===== config.mk =====
export PLATFORM = sky130hd
export DESIGN_NAME = inst_prefetch
export DESIGN_NICKNAME = d
export VERILOG_FILES = /design/src/rtl/if_pkg.sv /design/src/rtl/if_queue.sv /design/src/rtl/inst_prefetch.sv
export SDC_FILE = /design/constraint.sdc
export NUM_CORES = 1
export LEC_CHECK = 0
export ABC_AREA = 1
export BUFFER_PORTS_ARGS = -buffer_cell sky130_fd_sc_hd__buf_2
export CELL_PAD_IN_SITES_DETAIL_PLACEMENT = 2
export CELL_PAD_IN_SITES_GLOBAL_PLACEMENT = 2
export CORE_MARGIN = 5
export CORE_UTILIZATION = 35
export DETAILED_ROUTE_END_ITERATION = 8
export PLACE_DENSITY_LB_ADDON = 0.1
export SLEW_MARGIN = 40
export SYNTH_ARGS = -nofsm -noshare
export SYNTH_HDL_FRONTEND = slang
export SYNTH_SLANG_ARGS = --single-unit
export TNS_END_PERCENT = 100

===== constraint.sdc =====
create_clock -name CLK -period 8.3 [get_ports CLK]
set_input_delay 2.075 -clock CLK [delete_from_list [all_inputs] [get_ports CLK]]
set_output_delay 2.075 -clock CLK [all_outputs]
set_load 0.005 [all_outputs]

===== src/rtl/if_pkg.sv =====
// if_pkg: shared types, constants and helpers for the instruction-fetch front end.
// Queue entries carry a PC of PC_MAX_W bits; the top narrows or widens to XLEN.
package if_pkg;

   localparam int ILEN     = 32;
   localparam int PC_MAX_W = 64;

   // Data-phase tracker: nothing outstanding, data wanted, or data to be thrown away
   typedef enum logic [1:0] {
      DP_IDLE = 2'd0,
      DP_LIVE = 2'd1,
      DP_DROP = 2'd2
   } dp_state_t;

   typedef struct packed {
      logic [PC_MAX_W-1:0] pc;
      logic [ILEN-1:0]     inst;
   } if_entry_t;

   // Index of the 32-bit instruction slot inside a bus word of bus_w bits
   function automatic logic [31:0] word_index(input logic [PC_MAX_W-1:0] pc,
                                              input logic [31:0]         bus_w);
      logic [31:0] w_mask;
      w_mask = (bus_w / 32'(ILEN)) - 32'd1;
      return 32'(pc >> 32'd2) & w_mask;
   endfunction

endpackage


===== src/rtl/if_queue.sv =====
// if_queue: synchronous prefetch FIFO of if_entry_t with a single-cycle flush.
// No bypass path: the head is always a stored entry.
module if_queue
   import if_pkg::*;
#(
   parameter int DEPTH = 4
)(
   input  logic                     i_clk,
   input  logic                     i_reset,
   input  logic                     i_flush,
   input  logic                     i_push,
   input  if_entry_t                i_push_entry,
   input  logic                     i_pop,
   output if_entry_t                o_head,
   output logic [$clog2(DEPTH):0]   o_count
);

   localparam int AW = $clog2(DEPTH);
   localparam int CW = AW + 1;
   localparam logic [CW-1:0] FULL_C = CW'(DEPTH);

   logic [AW-1:0] r_wr_ptr;
   logic [AW-1:0] r_rd_ptr;
   logic [CW-1:0] r_count;
   if_entry_t     r_mem [DEPTH];

   logic w_push_ok;
   logic w_pop_ok;

   // A push into a full queue or a pop from an empty one is refused outright
   assign w_push_ok = i_push && (r_count != FULL_C);
   assign w_pop_ok  = i_pop  && (r_count != {CW{1'b0}});

   // Pointer and occupancy bookkeeping; reset and flush both return to empty
   always_ff @(posedge i_clk) begin
      if (i_reset || i_flush) begin
         r_wr_ptr <= {AW{1'b0}};
         r_rd_ptr <= {AW{1'b0}};
         r_count  <= {CW{1'b0}};
      end else begin
         if (w_push_ok) begin
            r_wr_ptr <= r_wr_ptr + AW'(1'b1);
         end
         if (w_pop_ok) begin
            r_rd_ptr <= r_rd_ptr + AW'(1'b1);
         end
         case ({w_push_ok, w_pop_ok})
            2'b10:   r_count <= r_count + CW'(1'b1);
            2'b01:   r_count <= r_count - CW'(1'b1);
            default: r_count <= r_count;
         endcase
      end
   end

   // Entry storage; written only by a push that is not voided by reset/flush
   always_ff @(posedge i_clk) begin
      if (w_push_ok && !i_reset && !i_flush) begin
         r_mem[r_wr_ptr] <= i_push_entry;
      end
   end

   assign o_head  = r_mem[r_rd_ptr];
   assign o_count = r_count;

endmodule


===== src/rtl/inst_prefetch.sv =====
// inst_prefetch: pipelined instruction-fetch front end. Issues one read per
// cycle while queue credit allows, extracts the 32-bit instruction from the
// bus word, and buffers it for decode. Redirects flush the queue and turn any
// outstanding data phase into a discard.
// Optional macro IF_BYPASS_EN: when the queue is empty, a live data phase is
// presented to decode in the same cycle it completes.
module inst_prefetch
   import if_pkg::*;
#(
   parameter int              XLEN     = 64,
   parameter int              BUS_W    = 64,
   parameter int              DEPTH    = 4,
   parameter logic [XLEN-1:0] RESET_PC = '0
)(
   input  logic              CLK,
   input  logic              reset,
   input  logic              redirect_valid,
   input  logic [XLEN-1:0]   redirect_pc,
   output logic [XLEN-1:0]   HADDR,
   output logic              HTRANS,
   input  logic              HREADY,
   input  logic [BUS_W-1:0]  HRDATA,
   output logic              out_valid,
   input  logic              out_ready,
   output logic [ILEN-1:0]   out_inst,
   output logic [XLEN-1:0]   out_pc
);

   localparam int CW = $clog2(DEPTH) + 1;
   localparam logic [CW:0] DEPTH_C = (CW+1)'(DEPTH);

   logic [XLEN-1:0] r_fetch_pc;
   logic [XLEN-1:0] r_dp_pc;
   dp_state_t       r_dp_state;

   logic [CW-1:0]   w_count;
   logic [CW:0]     w_credit;
   logic            w_accept;
   logic            w_complete;
   logic            w_data_live;
   logic            w_q_valid;
   logic            w_push;
   logic            w_pop;
   logic [31:0]     w_word_idx;
   logic [ILEN-1:0] w_inst;
   logic [XLEN-1:0] w_redirect_pc;
   if_entry_t       w_head;
   if_entry_t       w_push_entry;

   // Credit counts queued entries plus a data phase that will push; pops are not credited
   assign w_credit = {1'b0, w_count} + {{CW{1'b0}}, (r_dp_state == DP_LIVE)};

   assign HTRANS = !reset && (w_credit < DEPTH_C);
   assign HADDR  = reset ? RESET_PC : r_fetch_pc;

   assign w_accept    = HTRANS && HREADY;
   assign w_complete  = (r_dp_state != DP_IDLE) && HREADY;
   assign w_data_live = w_complete && (r_dp_state == DP_LIVE) && !redirect_valid && !reset;
   assign w_q_valid   = !reset && (w_count != {CW{1'b0}});

   // Low two bits of the redirect target are forced to zero
   assign w_redirect_pc = redirect_pc & ~XLEN'(2'd3);

   // Instruction slot selected by the data-phase PC
   assign w_word_idx = word_index(PC_MAX_W'(r_dp_pc), 32'(BUS_W));
   assign w_inst     = ILEN'(HRDATA >> (w_word_idx * 32'(ILEN)));

   assign w_push_entry.pc   = PC_MAX_W'(r_dp_pc);
   assign w_push_entry.inst = w_inst;

   // A pop in the redirect cycle is void; the flush wins
   assign w_pop = w_q_valid && out_ready && !redirect_valid;

`ifdef IF_BYPASS_EN
   logic w_bypass;

   assign w_bypass = !reset && (w_count == {CW{1'b0}}) && (r_dp_state == DP_LIVE)
                     && HREADY && !redirect_valid;

   // Head comes straight from the bus when the queue is empty and data is arriving
   always_comb begin
      if (w_bypass) begin
         out_valid = 1'b1;
         out_pc    = r_dp_pc;
         out_inst  = w_inst;
      end else begin
         out_valid = w_q_valid;
         out_pc    = XLEN'(w_head.pc);
         out_inst  = w_head.inst;
      end
   end

   // Bypassed data that decode takes this cycle never enters the queue
   assign w_push = w_data_live && !(w_bypass && out_ready);
`else
   assign out_valid = w_q_valid;
   assign out_pc    = XLEN'(w_head.pc);
   assign out_inst  = w_head.inst;
   assign w_push    = w_data_live;
`endif

   // Fetch address, data-phase PC and data-phase tracker
   always_ff @(posedge CLK) begin
      if (reset) begin
         r_fetch_pc <= RESET_PC;
         r_dp_pc    <= RESET_PC;
         r_dp_state <= DP_IDLE;
      end else begin
         if (redirect_valid) begin
            r_fetch_pc <= w_redirect_pc;
         end else if (w_accept) begin
            r_fetch_pc <= r_fetch_pc + XLEN'(3'd4);
         end else begin
            r_fetch_pc <= r_fetch_pc;
         end

         if (w_accept) begin
            r_dp_pc <= r_fetch_pc;
         end else begin
            r_dp_pc <= r_dp_pc;
         end

         case (r_dp_state)
            DP_IDLE: begin
               if (w_accept) begin
                  r_dp_state <= redirect_valid ? DP_DROP : DP_LIVE;
               end else begin
                  r_dp_state <= DP_IDLE;
               end
            end
            DP_LIVE: begin
               if (w_accept) begin
                  r_dp_state <= redirect_valid ? DP_DROP : DP_LIVE;
               end else if (w_complete) begin
                  r_dp_state <= DP_IDLE;
               end else if (redirect_valid) begin
                  r_dp_state <= DP_DROP;
               end else begin
                  r_dp_state <= DP_LIVE;
               end
            end
            DP_DROP: begin
               if (w_accept) begin
                  r_dp_state <= redirect_valid ? DP_DROP : DP_LIVE;
               end else if (w_complete) begin
                  r_dp_state <= DP_IDLE;
               end else begin
                  r_dp_state <= DP_DROP;
               end
            end
            default: r_dp_state <= DP_IDLE;
         endcase
      end
   end

   if_queue #(
      .DEPTH (DEPTH)
   ) u_queue (
      .i_clk        (CLK),
      .i_reset      (reset),
      .i_flush      (redirect_valid),
      .i_push       (w_push),
      .i_push_entry (w_push_entry),
      .i_pop        (w_pop),
      .o_head       (w_head),
      .o_count      (w_count)
   );

endmodule


# Yosys cells after proc, flatten, opt, wreduce, memory -nomap -nowiden
# Memories as Yosys holds them, arrays and structs flattened. A register that Yosys moved wholly into a read port is not among the register bits.
# Index checks and enable logic that the tools add are counted.
[op_classes]
n_addsub = 6
order_cmp = 1
shifts = 1
n_eq_ne = 5
muxes = 15
reduce_logical = 22
[op_table]
columns = ["cell", "count"]
rows = [
  ["$mux W64", 3],
  ["$add A64 B3 Y64 const B", 1],
  ["$shr A64 B6 Y32", 1],
  ["$mux W2", 8],
  ["$logic_and A1 B1 Y1", 13],
  ["$pmux W2 S3", 1],
  ["$pmux W3 S2", 1],
  ["$reduce_bool A2 Y1", 3],
  ["$add A2 B1 Y2 const B", 2],
  ["$add A3 B1 Y4", 1],
  ["$eq A2 B1 Y1 const B", 2],
  ["$eq A2 B2 Y1 const B", 2],
  ["$lt A4 B3 Y1 const B", 1],
  ["$add A3 B1 Y3 const B", 1],
  ["$ne A3 B3 Y1 const B", 1],
  ["$reduce_bool A3 Y1", 1],
  ["$sub A3 B1 Y3 const B", 1],
  ["$logic_not A1 Y1", 2],
  ["$logic_not A2 Y1", 1],
  ["$mux W1", 2],
  ["$reduce_or A2 Y1", 1],
  ["$logic_or A1 B1 Y1", 1],
]
[totals]
mem_bits_rw = 384
word_cells = 58
out_inout_bits = 162
regBits = 137
in_bits = 133
n_memories = 1
[memory_table]
columns = ["name", "words", "word_bits", "rd", "rd_ports_with_merged_regs", "wr", "line_no", "text"]
rows = [
  ["u_queue.r_mem", 4, 96, 1, 1, 1, "if_queue.sv:25", "if_entry_t r_mem [DEPTH];"],
]

# Logic depth before layout (Yosys ltp)
# Gate-level depths: netlist of the first run.
[depth]
depth_word = 10
ltp_mapped = 13
depth_no_buf = 12

# Cells and area by module
# From an unflattened synthesis of the first run, not the netlist that was laid out.
[unflattened]
cells_unflattened = 2209
hier_area_um2 = 22410.2
[by_module_without_submodules]
columns = ["mod", "cells_each", "instances", "seq_area_each_um2", "area_per_inst_um2"]
rows = [
  ["if_queue", 1001, 1, 11711.2, 14775.4],
  ["inst_prefetch", 1208, 1, 2522.4, 7634.8],
]

# Least setup slack after synthesis of the first run
# OpenSTA, ideal clock, no wires.
[synth_timing]
path_kind = "input port to flip-flop"
start = "input port reset"
end = "memory u_queue.r_mem[0][0] (netlist name) (enable)"
arrival_ps = 6707
required_ps = 7752
slack_ps = 1045
setup_ps = 548
cell_stages = 6
path_buffers = 1
path_cell_list = "clkbuf_1 inv_1 nand2_1 inv_2 o2111ai_2 nor2_1"
[synth_via]
elab_chain_cells = 7
[synth_lines]
columns = ["element", "line_no", "text"]
rows = [
  ["start: declaration", "inst_prefetch.sv:16", "input logic reset,"],
  ["$logic_not A1 Y1 (*)", "if_queue.sv:57, inst_prefetch.sv:58", ""],
  ["$logic_and A1 B1 Y1", "inst_prefetch.sv:58", "assign w_data_live = w_complete && (r_dp_state == DP_LIVE) && !redirect_valid && !reset;"],
  ["$logic_and A1 B1 Y1", "if_queue.sv:31", "assign w_push_ok = i_push && (r_count != FULL_C);"],
  ["$logic_and A1 B1 Y1 (*) (2 in series)", "if_queue.sv:57", "if (w_push_ok && !i_reset && !i_flush) begin"],
  ["$mux W1 (*)", "if_queue.sv:57", ""],
  ["$mux W1 (implied by the code) (*)", "if_queue.sv:58", "r_mem[r_wr_ptr] <= i_push_entry;"],
  ["end: declaration", "if_queue.sv:25", ""],
]
# Every way passes the cells marked *; elsewhere a longest branch is shown, timed or not.

# Worst setup path in the final report of the first run
[layout_timing]
start = "input port reset"
end = "output port HADDR[31]"
[layout_via]
elab_chain_cells = 1
[layout_lines]
columns = ["element", "line_no", "text"]
rows = [
  ["$mux W64", "inst_prefetch.sv:54", "assign HADDR = reset ? RESET_PC : r_fetch_pc;"],
  ["end: declaration", "inst_prefetch.sv:19", "output logic [XLEN-1:0] HADDR,"],
]
# Every way passes these cells.

==> reports/qor.yml, run 1 <==
status: "complete, no violations"
maxCapViolations: 0
vias: 17500
cts_resized: 0
core_area_sq_um: 61600
initial_core_util: 0.353
portBuffers: 288
synthCells: 2245
max_stage_delay_ns: 0.45
final_cell_mix: "nor2_1 (413), nand2_1 (405), edfxtp_1 (376)"
fp.dieH_um: 259
syn_to_final_growth_pct: 19.3
p_total_uw: 5690
holdCritStartpoint: "u_queue.r_rd_ptr[1]"
p_leak_uw: 0.00952
numCtsBuffers: 56
top_layer_used: "met4"
path_clk_slew_ns: 0.06
final_common_cell: "nor2_1"
seqPwrFrac: 0.500
clkPwrFrac: 0.455
hp-class: "reg2reg"
synth_area_sq_um: 21700
criticalPathCategory: "in2out"
worst_path_max_delay_cell: "buf_4"
power_density_nw_per_um2: 220
comb_power_share: 0.045
grt_pass1_wl_um: 119000
fp.dieW_um: 259
ys_ff_latch: 511
synth_seq_area_share: 0.644
synthFlopType: "edfxtp_1"
worst_slew_pin_slew_ns: 0.828
wl_met1_um: 34400
vdd_drop_max_mv: 0.153
worstPathArrival_ns: 3.51
maxSlewHeadroom: 0.447
post-place-ws_ns: 2.41
ctsHtreeMaxLevel: 2
reg2regPathDepth: 9
async_flop_share: 0
grt_usage: 0.230
wl_per_cell_um: 23.7
dieArea_sq_um: 67200
antenna_found_initial: 2
worst_ep_required_time_ns: 6.23
fin_skew_ns: 0.0190
drc: 0
regToRegStartpoint: "r_fetch_pc[2]"
drt.antenna.violating_nets: 0
synth_edf_count: 376
switchingPower_uw: 1310
setup_ws_ns: 2.71
clk_latency_ns: 0.62
rrSetupSlack_ns: 5.56
fin_setup_tns_ns: 0
yosysWarnings: 0
utilization: 0.421
cts_tree: "yes"
rsz0062_at_grt: "false"
whs_ns: 0.475
routed_wirelength_um: 80100
clock_path_buffers: 3
cp_max_fo: 50
ios: 295
ctsHoldBuffers: 0
crit_top_cell: "buf_4"
internal-power_uw: 4390
final_nets: 2636
syn_avg_cell_area_sq_um: 9.68
p_sw_frac: 0.229
hold_violations: 0
cts_setup_buffers: 0
startpoint_type: "input pin"
grt_pass1_vias: 19300
dp.final_hpwl_um: 54900
finalCritPeriodShare: 0.673
worstHoldPathCells: 2
setup_violations: 0
path_cells: "buf_4 > buf_4 > buf_12 > nor2_1 > buf_2"
cts-root-buf: "clkbuf_16"
grt_max_degree: 104
routed-wl-met2_um: 40100
drive_gt1_frac: 0.168
drt-initial-drc-count: 817
cp-end-kind: "output pin"
cpLargestDelayFamily: "buffers and inverters"
rows: 91
cts_sinks: 511
ys_types: 31
slew_viol_final: 0
gp_congestion: 0.867
path_buf_inv: 4
grt_remaining_overflow: 0
fin_crit_ns: 5.59
drt_first_pass_iters: 5
fmax_mhz: 179
reg2reg_to: "r_fetch_pc[40]"
met3_length_um: 2970
drt-vias-per-instance: 5.19
[worst register-to-register path, stage by stage (launching register included)]
cell and delay (ns):
dfxtp_1 0.68, ha_1 0.42, nand3_1 0.21, nor2_1 0.19, nand3_1 0.18, nor2_1 0.48, nand2_1 0.11, nand2_1 0.08
nand3_1 0.13, a21oi_1 0.20
[cell usage after synthesis (all sizes together) (9+ instances only)]
library cell | n | area share
nor2 | 423 | 0.075
nand2 | 410 | 0.072
edfxtp | 376 | 0.52
o21ai | 333 | 0.077
dfxtp | 135 | 0.12
inv | 131 | 0.023
a21oi | 127 | 0.029
o22ai | 94 | 0.027
clkbuf | 90 | 0.016
buf | 37 | 0.011
nand3 | 37 | 0.0085
a31oi | 14 | 0.0040
xor2 | 14 | 0.0056
nand4 | 9 | 0.0026
[state kept, by name, summed over array words and instances, names as in the netlist, named ones only]
signal	flops
r_fetch_pc	62
u_queue.r_wr_ptr	2
r_dp_state	2
u_queue.o_count	3
u_queue.r_mem	376
r_dp_pc	62
u_queue.r_rd_ptr	2
[area by class of cell]
type,count,area [sq um]
fill,6652,35700
clock buffer,68,1480
sequential,511,14000
antenna,2,5.00
clock inverter,35,414
inverter,132,498
timing repair buffer,317,1770
multi-input combinational,1478,6720
tap,837,1050
[worst max path at each step]
stage	start	cells after the start	endpoint
after floorplan	reset	6	u_queue.r_mem[0][0]
after global placement	reset	7	u_queue.r_mem[1][42]
after detailed placement	reset	7	u_queue.r_mem[3][29]
after CTS	reset	5	HADDR[36]
after global routing	reset	5	HADDR[36]
final	reset	5	HADDR[31]
[kinds of logic (layout without fill, tap and decap cells)]
logic type,count (synthesis),count (layout),share of synthesized area
and+or+nand+nor,882,882,0.158
AOI/OAI and AO/OA,571,571,0.138
DFF,511,511,0.644
buffers and inverters,259,552,0.0493
xor gates and xnor gates,14,14,0.00564
adders and majority gates,7,7,0.00438
other,1,6,0.000173
[power groups by stage]
stage / registers, uW / logic (uW) / clock network [uW]
finish: 2850 / 254 / 2590
global route: 2850 / 285 / 2770
CTS: 2850 / 258 / 2660
detailed placement: 2900 / 255 / 0
global placement: 2890 / 244 / 0
floorplan: 2870 / 145 / 0
[through the flow]
step / instance area, sq um / cells
4_1_cts: 25900 / 3377
5_1_grt: 25900 / 3380
3_5_place_dp: 24000 / 3274
6_report: 25900 / 3380
2_1_floorplan: 21700 / 2248
3_3_place_gp: 23900 / 3270
[per-layer routing]
| metal | vias to the layer above | track usage |
|---|---|---|
| met5 | - | 0 |
| met4 | 0 | 0.0729 |
| met3 | 117 | 0.0317 |
| met2 | 379 | 0.409 |
| met1 | 8856 | 0.293 |
| li1 | 8196 | - |
(Power assumes the default switching activity.)
==> inputs of run 2 (changes only) <==
- clock period: 8.3 -> 5.8 ns (I/O delays scaled with it)
==> reports/qor.yml, run 2 (same netlist as run 1, synthesis figures left out) <==
cts-root-buf: "clkbuf_16"
cp_max_fo: 45  # -10%
dp.final_hpwl_um: 53100  # -3.3%
utilization: 0.418  # -0.00258
worst_ep_required_time_ns: 4.35  # -1.88 ns
cts_setup_buffers: 0  # unchanged
status: "complete, no violations"
initial_core_util: 0.353  # unchanged
final_common_cell: "nor2_1"
drt.antenna.violating_nets: 0  # unchanged
cts_resized: 0  # unchanged
p_leak_uw: 0.00943  # -0.93%
path_clk_slew_ns: 0.06  # about the same
antenna_found_initial: 5  # +3
ctsHtreeMaxLevel: 2  # unchanged
ctsHoldBuffers: 0  # unchanged
criticalPathCategory: "in2out"
vias: 17500  # -0.44%
grt_max_degree: 189  # +82%
worstPathArrival_ns: 2.66  # -0.85 ns
top_regs: "u_queue.r_mem: 376 flops, r_dp_pc: 62 flops, r_fetch_pc: 62 flops"
power_density_nw_per_um2: 308  # +40%
finalCritPeriodShare: 0.708
largest_reg_flops: 376  # unchanged
fmax_mhz: 243
ios: 295  # unchanged
portBuffers: 288  # unchanged
routed_wirelength_um: 77900  # -2.7%
cp-end-kind: "output pin"
rsz0062_at_grt: "false"
numCtsBuffers: 55  # -1.8%
grt_remaining_overflow: 0  # unchanged
rows: 91  # unchanged
dieArea_sq_um: 67200  # unchanged
grt_pass1_wl_um: 116000  # -2.4%
fp.dieH_um: 259  # unchanged
hp-class: "reg2reg"
p_total_uw: 7940  # +39%
drt-vias-per-instance: 5.18  # -0.27%
syn_to_final_growth_pct: 18.6
hold_violations: 0  # unchanged
whs_ns: 0.499  # +0.0242 ns
final_cell_mix: "nor2_1 (413), nand2_1 (405), edfxtp_1 (376)"
core_area_sq_um: 61600  # unchanged
grt_pass1_vias: 19000  # -1.8%
drc: 0  # unchanged
setup_violations: 0  # unchanged
slew_viol_final: 0  # unchanged
grt_usage: 0.224  # -0.00599
cts_tree: "yes"
final_nets: 2629  # -0.27%
drive_gt1_frac: 0.168  # about the same
worst_slew_pin_slew_ns: 0.832  # +0.00387 ns
fin_crit_ns: 4.11
drt_first_pass_iters: 5  # unchanged
regMostFlops: "u_queue.r_mem"
clk_latency_ns: 0.61  # about the same
fin_skew_ns: 0.0188  # -0.000167 ns
wl_per_cell_um: 23.1  # -2.5%
maxSlewHeadroom: 0.445  # -0.00198
gp_congestion: 0.835  # -3.7%
clock_path_buffers: 3  # unchanged
maxCapViolations: 0  # unchanged
vdd_drop_max_mv: 0.199  # +30%
cts_sinks: 511  # unchanged
drt-initial-drc-count: 788  # -3.5%
fp.dieW_um: 259  # unchanged
startpoint_type: "input pin"
-- run 2: changes by cell type in the layout (fill, tap and decap cells not counted), sizes merged --
cell      delta
buf          -5
bufinv       -3
clkbuf       -3
clkinvlp     +3
clkinv       +2
diode        +1
inv          -1
-- run 2: area by class of cell --
| class | instances | area (sq um) |
|---|---|---|
| Antenna cell | 3 | 7.51 |
| Clock buffer | 66 | 1440 |
| Clock inverter | 36 | 344 |
| Fill cell | 6665 | 35800 |
| Inverter | 132 | 502 |
| Multi-Input combinational cell | 1478 | 6720 |
| Sequential cell | 511 | 14000 |
| Tap cell | 837 | 1050 |
| Timing Repair Buffer | 311 | 1710 |
-- run 2: report_power, final --
part           internal [uW]  total (uW)  switching, uW
registers               3990        4070           81.7
clock network           2000        3500           1500
logic                    112         363            251
-- run 2: path summary, 6_finish.rpt --
path                                           from             endpoint  slack [ns]  cells past startpoint
worst min-delay path            u_queue.r_rd_ptr[0]  u_queue.r_rd_ptr[0]        0.50                      1
worst max-delay path                          reset            HADDR[52]        1.69                      4
worst min register to register  u_queue.r_rd_ptr[0]  u_queue.r_rd_ptr[0]        0.50                      1
worst max register to register   u_queue.o_count[0]   u_queue.o_count[2]        3.14                     10
-- run 2: per-layer routing --
layer / GRT usage / share of wire
met1: 0.287 / 0.43
met2: 0.398 / 0.50
met3: 0.0298 / 0.036
met4: 0.0678 / 0.032
met5: 0 / 0
-- run 2: critical path: stages --
cell    delay, ns
buf_4        0.37
buf_4        0.52
nor2_1       0.12
buf_2        0.15
-- run 2: stage by stage --
stage	area (sq um)	worst slack, ns	instances	setup TNS, ns
floorplan	21700	-0.830	2248	-312.08
global placement	23900	1.75	3268	0
detailed placement	23900	1.67	3268	0
CTS	25700	1.66	3370	0
global route	25800	1.58	3373	0
finish	25800	1.69	3374	0
